## config.mk

```make
export PLATFORM = sky130hd
export DESIGN_NAME = arb2_mux4
export DESIGN_NICKNAME = d
export VERILOG_FILES = /design/src/rtl/arb2_mux4_pkg.sv /design/src/rtl/arb2_mux4_mux4bit.sv /design/src/rtl/arb2_mux4.sv
export SDC_FILE = /design/constraint.sdc
export NUM_CORES = 1
export LEC_CHECK = 0
export ABC_AREA = 1
export BUFFER_PORTS_ARGS = -buffer_cell sky130_fd_sc_hd__buf_2
export CAP_MARGIN = 40
export CORE_AREA = 2 2 39 41
export DETAILED_ROUTE_END_ITERATION = 16
export DIE_AREA = 0 0 41 43
export GPL_TIMING_DRIVEN = 0
export PLACE_DENSITY = 0.66
export SYNTH_ARGS = -nofsm -noshare
export SYNTH_HDL_FRONTEND = slang
export SYNTH_SLANG_ARGS = --single-unit
```

## constraint.sdc

```tcl
create_clock -name CLK -period 1.4 [get_ports CLK]
set_input_delay 0.21 -clock CLK [delete_from_list [all_inputs] [get_ports CLK]]
set_output_delay 0.21 -clock CLK [all_outputs]
set_load 0.01 [all_outputs]
```

## src/rtl/arb2_mux4_pkg.sv

```systemverilog
// Shared definitions for the two-requester arbiter family: state
// encodings and the helper that resolves one arbitration decision.
package arb2_mux4_pkg;

  // Grant states; encodings are fixed so later arbiters can reuse them.
  typedef enum logic [1:0] {
    IDLE  = 2'd0,
    GNT_A = 2'd1,
    GNT_B = 2'd2
  } arb_state_t;

  // Requester identifiers as carried on SEL and in the LAST register.
  localparam logic OWNER_A = 1'b0;
  localparam logic OWNER_B = 1'b1;

  // Picks the winner when both requesters are asking: whoever was not
  // served last, which gives strict alternation under a sustained tie.
  function automatic logic tie_winner(input logic last);
    return ~last;
  endfunction

endpackage

```

## src/rtl/arb2_mux4_mux4bit.sv

```systemverilog
// Plain 2:1 multiplexer for a 4-bit word; S=0 passes A, S=1 passes B.
module mux4bit (
  input  logic [3:0] A,
  input  logic [3:0] B,
  input  logic       S,
  output logic [3:0] Y
);

  // Pure combinational word select.
  always_comb begin
    Y = S ? B : A;
  end

endmodule

```

## src/rtl/arb2_mux4.sv

```systemverilog
// Two-requester fair arbiter feeding one registered 4-bit output word
// with a valid/ready handshake towards the consumer.
module arb2_mux4
  import arb2_mux4_pkg::*;
#(
  parameter logic STARTPRI = 1'b0
) (
  input  logic       CLK,
  input  logic       RST,
  input  logic       REQA,
  input  logic [3:0] DA,
  output logic       ACKA,
  input  logic       REQB,
  input  logic [3:0] DB,
  output logic       ACKB,
  output logic [3:0] O,
  output logic       OV,
  input  logic       ORDY,
  output logic       SEL
);

  arb_state_t state_q;
  arb_state_t state_nxt;
  logic       last_q;
  logic [3:0] o_q;
  logic       sel_q;
  logic       load;
  logic       grant;
  logic       arb_point;
  logic [3:0] mux_word;

  // A new decision may be taken whenever nothing is held, or the held
  // word leaves this cycle; otherwise everything stays frozen.
  assign arb_point = (state_q == IDLE) || ORDY;

  // The only path from the requesters' data into the output register.
  mux4bit u_mux (
    .A (DA),
    .B (DB),
    .S (grant),
    .Y (mux_word)
  );

  // Next-state and grant decision; grant doubles as the mux select.
  always_comb begin
    state_nxt = state_q;
    load      = 1'b0;
    grant     = sel_q;
    if (arb_point) begin
      unique case ({REQA, REQB})
        2'b10: begin
          state_nxt = GNT_A;
          load      = 1'b1;
          grant     = OWNER_A;
        end
        2'b01: begin
          state_nxt = GNT_B;
          load      = 1'b1;
          grant     = OWNER_B;
        end
        2'b11: begin
          grant     = tie_winner(last_q);
          state_nxt = (grant == OWNER_B) ? GNT_B : GNT_A;
          load      = 1'b1;
        end
        default: begin
          state_nxt = IDLE;
        end
      endcase
    end
  end

  // State, captured word, owner and fairness history; reset discards any
  // pending word and primes LAST so the first tie goes to STARTPRI.
  always_ff @(posedge CLK or posedge RST) begin
    if (RST) begin
      state_q <= IDLE;
      o_q     <= 4'b0000;
      sel_q   <= OWNER_A;
      last_q  <= ~STARTPRI;
    end else begin
      state_q <= state_nxt;
      if (load) begin
        o_q    <= mux_word;
        sel_q  <= grant;
        last_q <= grant;
      end
    end
  end

  // Handshake outputs; acknowledges are combinational on ORDY so the
  // requester can present its next word at the same edge.
  always_comb begin
    OV   = (state_q == GNT_A) || (state_q == GNT_B);
    ACKA = (state_q == GNT_A) && ORDY;
    ACKB = (state_q == GNT_B) && ORDY;
    O    = o_q;
    SEL  = sel_q;
  end

endmodule
```

; ---- Word-level counts from Yosys, hierarchy flattened
; Index checks and enable logic that the tools add are counted.
[op_classes]
n_eq_ne = 5
mux = 7
n_bitwise = 1
n_reduce_logical = 6
[op_table]
columns = cell, n
row1 = "2-bit equality test, second input constant", 3
row2 = 2-bit one-hot mux with 3 select lines, 1
row3 = "2-bit by 1-bit equality test with 1-bit output, second input constant", 2
row4 = 4-bit 2-to-1 mux, 1
row5 = 1-bit 2-to-1 mux, 3
row6 = 1-bit one-hot mux with 3 select lines, 1
row7 = 3-bit OR reduction, 1
row8 = 1-bit logical AND, 2
row9 = 2-bit logical NOT, 1
row10 = 1-bit logical OR, 2
row11 = 2-bit 2-to-1 mux, 1
row12 = 1-bit inverter, 1
[totals]
regBits = 8
in_bits = 13
output_inout_bits = 8

; ---- Logic depth before layout (Yosys ltp)
[depth]
depth_word = 4
ltp_mapped = 8
mapped_depth_nobuf = 8

; ---- By module
; A second synthesis with hierarchy kept.
[unflattened]
hier_cells = 64
area_unflattened_um2 = 475.5
[by_module_without_submodules]
columns = module, instances, cells_per_inst, area_per_inst_um2, seq_area_each_um2
row1 = arb2_mux4, 1, 51, 426.7, 201.4
row2 = mux4bit, 1, 13, 48.8, 0.0

; ---- Worst setup path after synthesis
; OpenSTA, ideal clock, no wires.
[synth_timing]
path_kind = flip-flop to flip-flop
start = register state_q[0]
end = register o_q[0] (netlist: O[0])
arrival_time_ps = 1051
required_ps = 1284
path_slack_ps = 232
stages_incl_launch_ff = 9
path_buffers = 0
period_less_slack_ps = 1168
path_cell_list = dfrtp_1 -> inv_1 -> ha_1 -> nor2_4 -> inv_2 -> nand3_2 -> nand3_1 -> nand2_1 -> nand2_1
[synth_between]
elab_chain_cells = 4
word_cells_on_any_way = 5
cone_classes = mux (3) / reduce/logical (2)
[synth_lines]
columns = item, line_no
row1 = start: declaration, arb2_mux4.sv:22  ; arb_state_t state_q;
row2 = start signal: assignment, arb2_mux4.sv:82  ; state_q <= state_nxt;
row3 = 2-bit logical NOT *, arb2_mux4.sv:34  ; assign arb_point = (state_q == IDLE) || ORDY;
row4 = 1-bit logical OR *, arb2_mux4.sv:34
row5 = 1-bit 2-to-1 mux, arb2_mux4.sv:49  ; if (arb_point) begin
row6 = 4-bit 2-to-1 mux, arb2_mux4_mux4bit.sv:11  ; Y = S ? B : A;
row7 = end signal: assignment, arb2_mux4.sv:84  ; o_q <= mux_word;
row8 = end: declaration, arb2_mux4.sv:25  ; logic [3:0] o_q;
; Mark *: on every way between the ends. The rest lies on a longest branch, timed or not.
; A chain may end at the register's enable or synchronous reset.

; ---- Final worst setup path
[layout_timing]
start = register state_q[1]
end = output port OV
[layout_between]
elab_chain_cells = 2
word_cells_on_any_way = 3
cone_classes = eq/ne (2) / reduce/logical (1)
[layout_lines]
columns = item, line_no
row1 = 2-bit by 1-bit equality test with 1-bit output / 2-bit equality test (equally long branches), arb2_mux4.sv:94  ; OV = (state_q == GNT_A) || (state_q == GNT_B);
row2 = 1-bit logical OR *, arb2_mux4.sv:94
row3 = end: declaration, arb2_mux4.sv:17  ; output logic OV,
; Marks and branches as above.

==> flow_metrics.tcl <==
set metrics [dict create \
    fin_crit_ps 1290 \
    finalWirelength_um 983 \
    powerDensity_nw_per_um2 1290 \
    cts_buffer_depth 2 \
    final_util_pct 47.9 \
    cp-end-kind "output pin" \
    dpl_cell_area_sq_um 627 \
    dp_cells 108 \
    hold_viol 0 \
    start_kind "register" \
    tightest_slew_ps 302 \
    slew_headroom_pct 79.8 \
    drc 0 \
    ys_top_cells_by_area "dfrtp_1, nand2_1, inv_1" \
    avgSynthCellArea_sq_um 7.04 \
    via_per_inst 4.41 \
    reg2regPathDepth 8 \
    clock_latency_ps 260 \
    r2r_end "O[0]" \
    num_rows 14 \
    cts_setup_buffers 0 \
    ys_warn_count 0 \
    comb_power_share_pct 38.6 \
    final_cell_mix "nand2_1, buf_2, inv_1" \
    fmax_mhz 773 \
    ys_seq_elements 8 \
    place.gp.congestion 0.751 \
    intPower_mw 0.537 \
    first_global_vias 422 \
    clkSlewWorstSetupHoldPaths_ps 60 \
    setup-tns-final_ps 0 \
    finalSetupViolCount 0 \
    gr-total-overflow 0 \
    dr.pass1.iters 4 \
    syn_nets 88 \
    drive_above_1_share_pct 35.1 \
    synth_cell_type_count 13 \
    sw_frac_of_total_pct 37.0 \
    antenna_left 0 \
    routedWlPerCell_um 8.70 \
    grt_max_degree 9 \
    antenna_found_initial 0 \
    n_antenna_cell 0 \
    worst-setup-path-type "register to output pin" \
    drt_iter0_drc 17 \
    ys_seq_area_share_pct 39.8 \
    synth_cells 72 \
    status "completed" \
    portBuffers 20 \
    report.final.slew_viol_count 0 \
    finClkSkew_ps 10.3 \
    reg2reg_from "state_q[0]" \
    ir_drop_uv 571 \
    grt_first_pass_wirelength_um 1550 \
    grt_setup_unrepaired "false" \
    dp_hpwl_um 814 \
    nets 114 \
    critPathMaxFanout 3 \
    die_x_um 41 \
    vias 498 \
    hp-start "DB[3]" \
    final_common_cell "nand2_1" \
    worstHoldPathCells 5 \
    fin_cells 113 \
    max_cap_viol_count 0 \
    dieArea_sq_um 1760 \
    start_util_pct 36.6 \
    post-route-cell-area_sq_um 663 \
    cts_buffers 3 \
    cp.arrival_ps 1080 \
    die_h_um 43 \
    period_share_pct 92.4 \
    power.share.sequential_pct 38.8 \
    p_leak_nw 0.421 \
    synth.top_cell.area_share_pct 34.6 \
    htreeDepth 1 \
    hold_end "O[3]" \
    p_sw_mw 0.316 \
    grt_usage_pct 12.8 \
    syn-cell-area_sq_um 507 \
    pin_count 21 \
    area_growth_pct 30.9 \
    root_buffer "clkbuf_4" \
    yosys.area.top_type "dfrtp_1" \
    core-area_sq_um 1380 \
    clockPowerShare_pct 22.6 \
    hold_class "input pin to register" \
    required_ps 1190 \
    cts_tree "yes" \
    r2r_slack_ps 140 \
    clock-sinks 8 \
]
## registers in the layout (all words and copies together) (netlist names)
| name | cells |
|---|---|
| O | 4 |
| state_q | 2 |
| SEL | 1 |
| last_q | 1 |
## final cells by class
cell class	instances	area, sq um
Tap cell	16	20.0
Multi-Input combinational cell	44	230
Fill cell	146	721
Timing Repair Buffer	21	110
Clock buffer	4	26.3
Sequential cell	8	201
Inverter	20	75.1
## cell families after synthesis
group / share of synthesized area (%)
AO/OA/AOI/OAI: 2.96
flip-flops: 39.8
buffers and inverters: 14.8
AND/OR/NAND/NOR: 35.1
adder cells (fa/ha/maj): 7.41
## Yosys cell counts
| cell type | instances |
|---|---|
| nand3_2 | 1 |
| dfstp_2 | 1 |
| nor2_2 | 1 |
| nand2_2 | 2 |
| nand3_1 | 5 |
| inv_2 | 3 |
| ha_1 | 3 |
| o21ai_0 | 3 |
| inv_1 | 14 |
| clkinv_1 | 3 |
| nor2_4 | 2 |
| nand2_1 | 27 |
| dfrtp_1 | 7 |
## worst max-delay path, stage by stage (launching register included)
cell and delay [ps]:
dfrtp_1 370, inv_1 100, ha_1 230, buf_2 140
## stage by stage
step / total power [mW] / setup WS [ps] / hold slack [ps]
floorplan: 0.552 / 232 / 24.9
global placement: 0.659 / 133 / 165
detailed placement: 0.666 / 107 / 168
CTS: 0.860 / 85.1 / 243
global route: 0.922 / 19.7 / 275
finish: 0.853 / 106 / 236
## power by group through the flow
stage	sequential [mW]	clock [mW]	combinational, mW
after floorplan	0.353	0	0.199
after global placement	0.333	0	0.327
after detailed placement	0.334	0	0.332
after CTS	0.331	0.192	0.337
after global routing	0.340	0.205	0.377
final	0.331	0.193	0.329
## how the worst max path moves through the flow
stage | start | end | slack, ps
floorplan | state_q[0] | O[0] | 230
global placement | state_q[0] | O[0] | 130
detailed placement | state_q[0] | O[0] | 110
CTS | state_q[0] | OV | 90
global route | state_q[0] | O[0] | 20
finish | state_q[1] | OV | 110
## routing by layer
metal	part of all wire (%)	GRT usage, %	wire (um)
met5	0	0	0
met2	44	17.5	433
met4	1.9	8.00	19
met1	45	18.3	446
met3	8.4	1.57	83
## repair_timing
action | in CTS | in global routing
setup endpoints to repair | 0 | 3
endpoints found under the hold margin | 7 | 0
gates resized for setup | 0 | 1
hold buffers | 1 | 0
No activity file was read; power rests on OpenSTA's default activity.
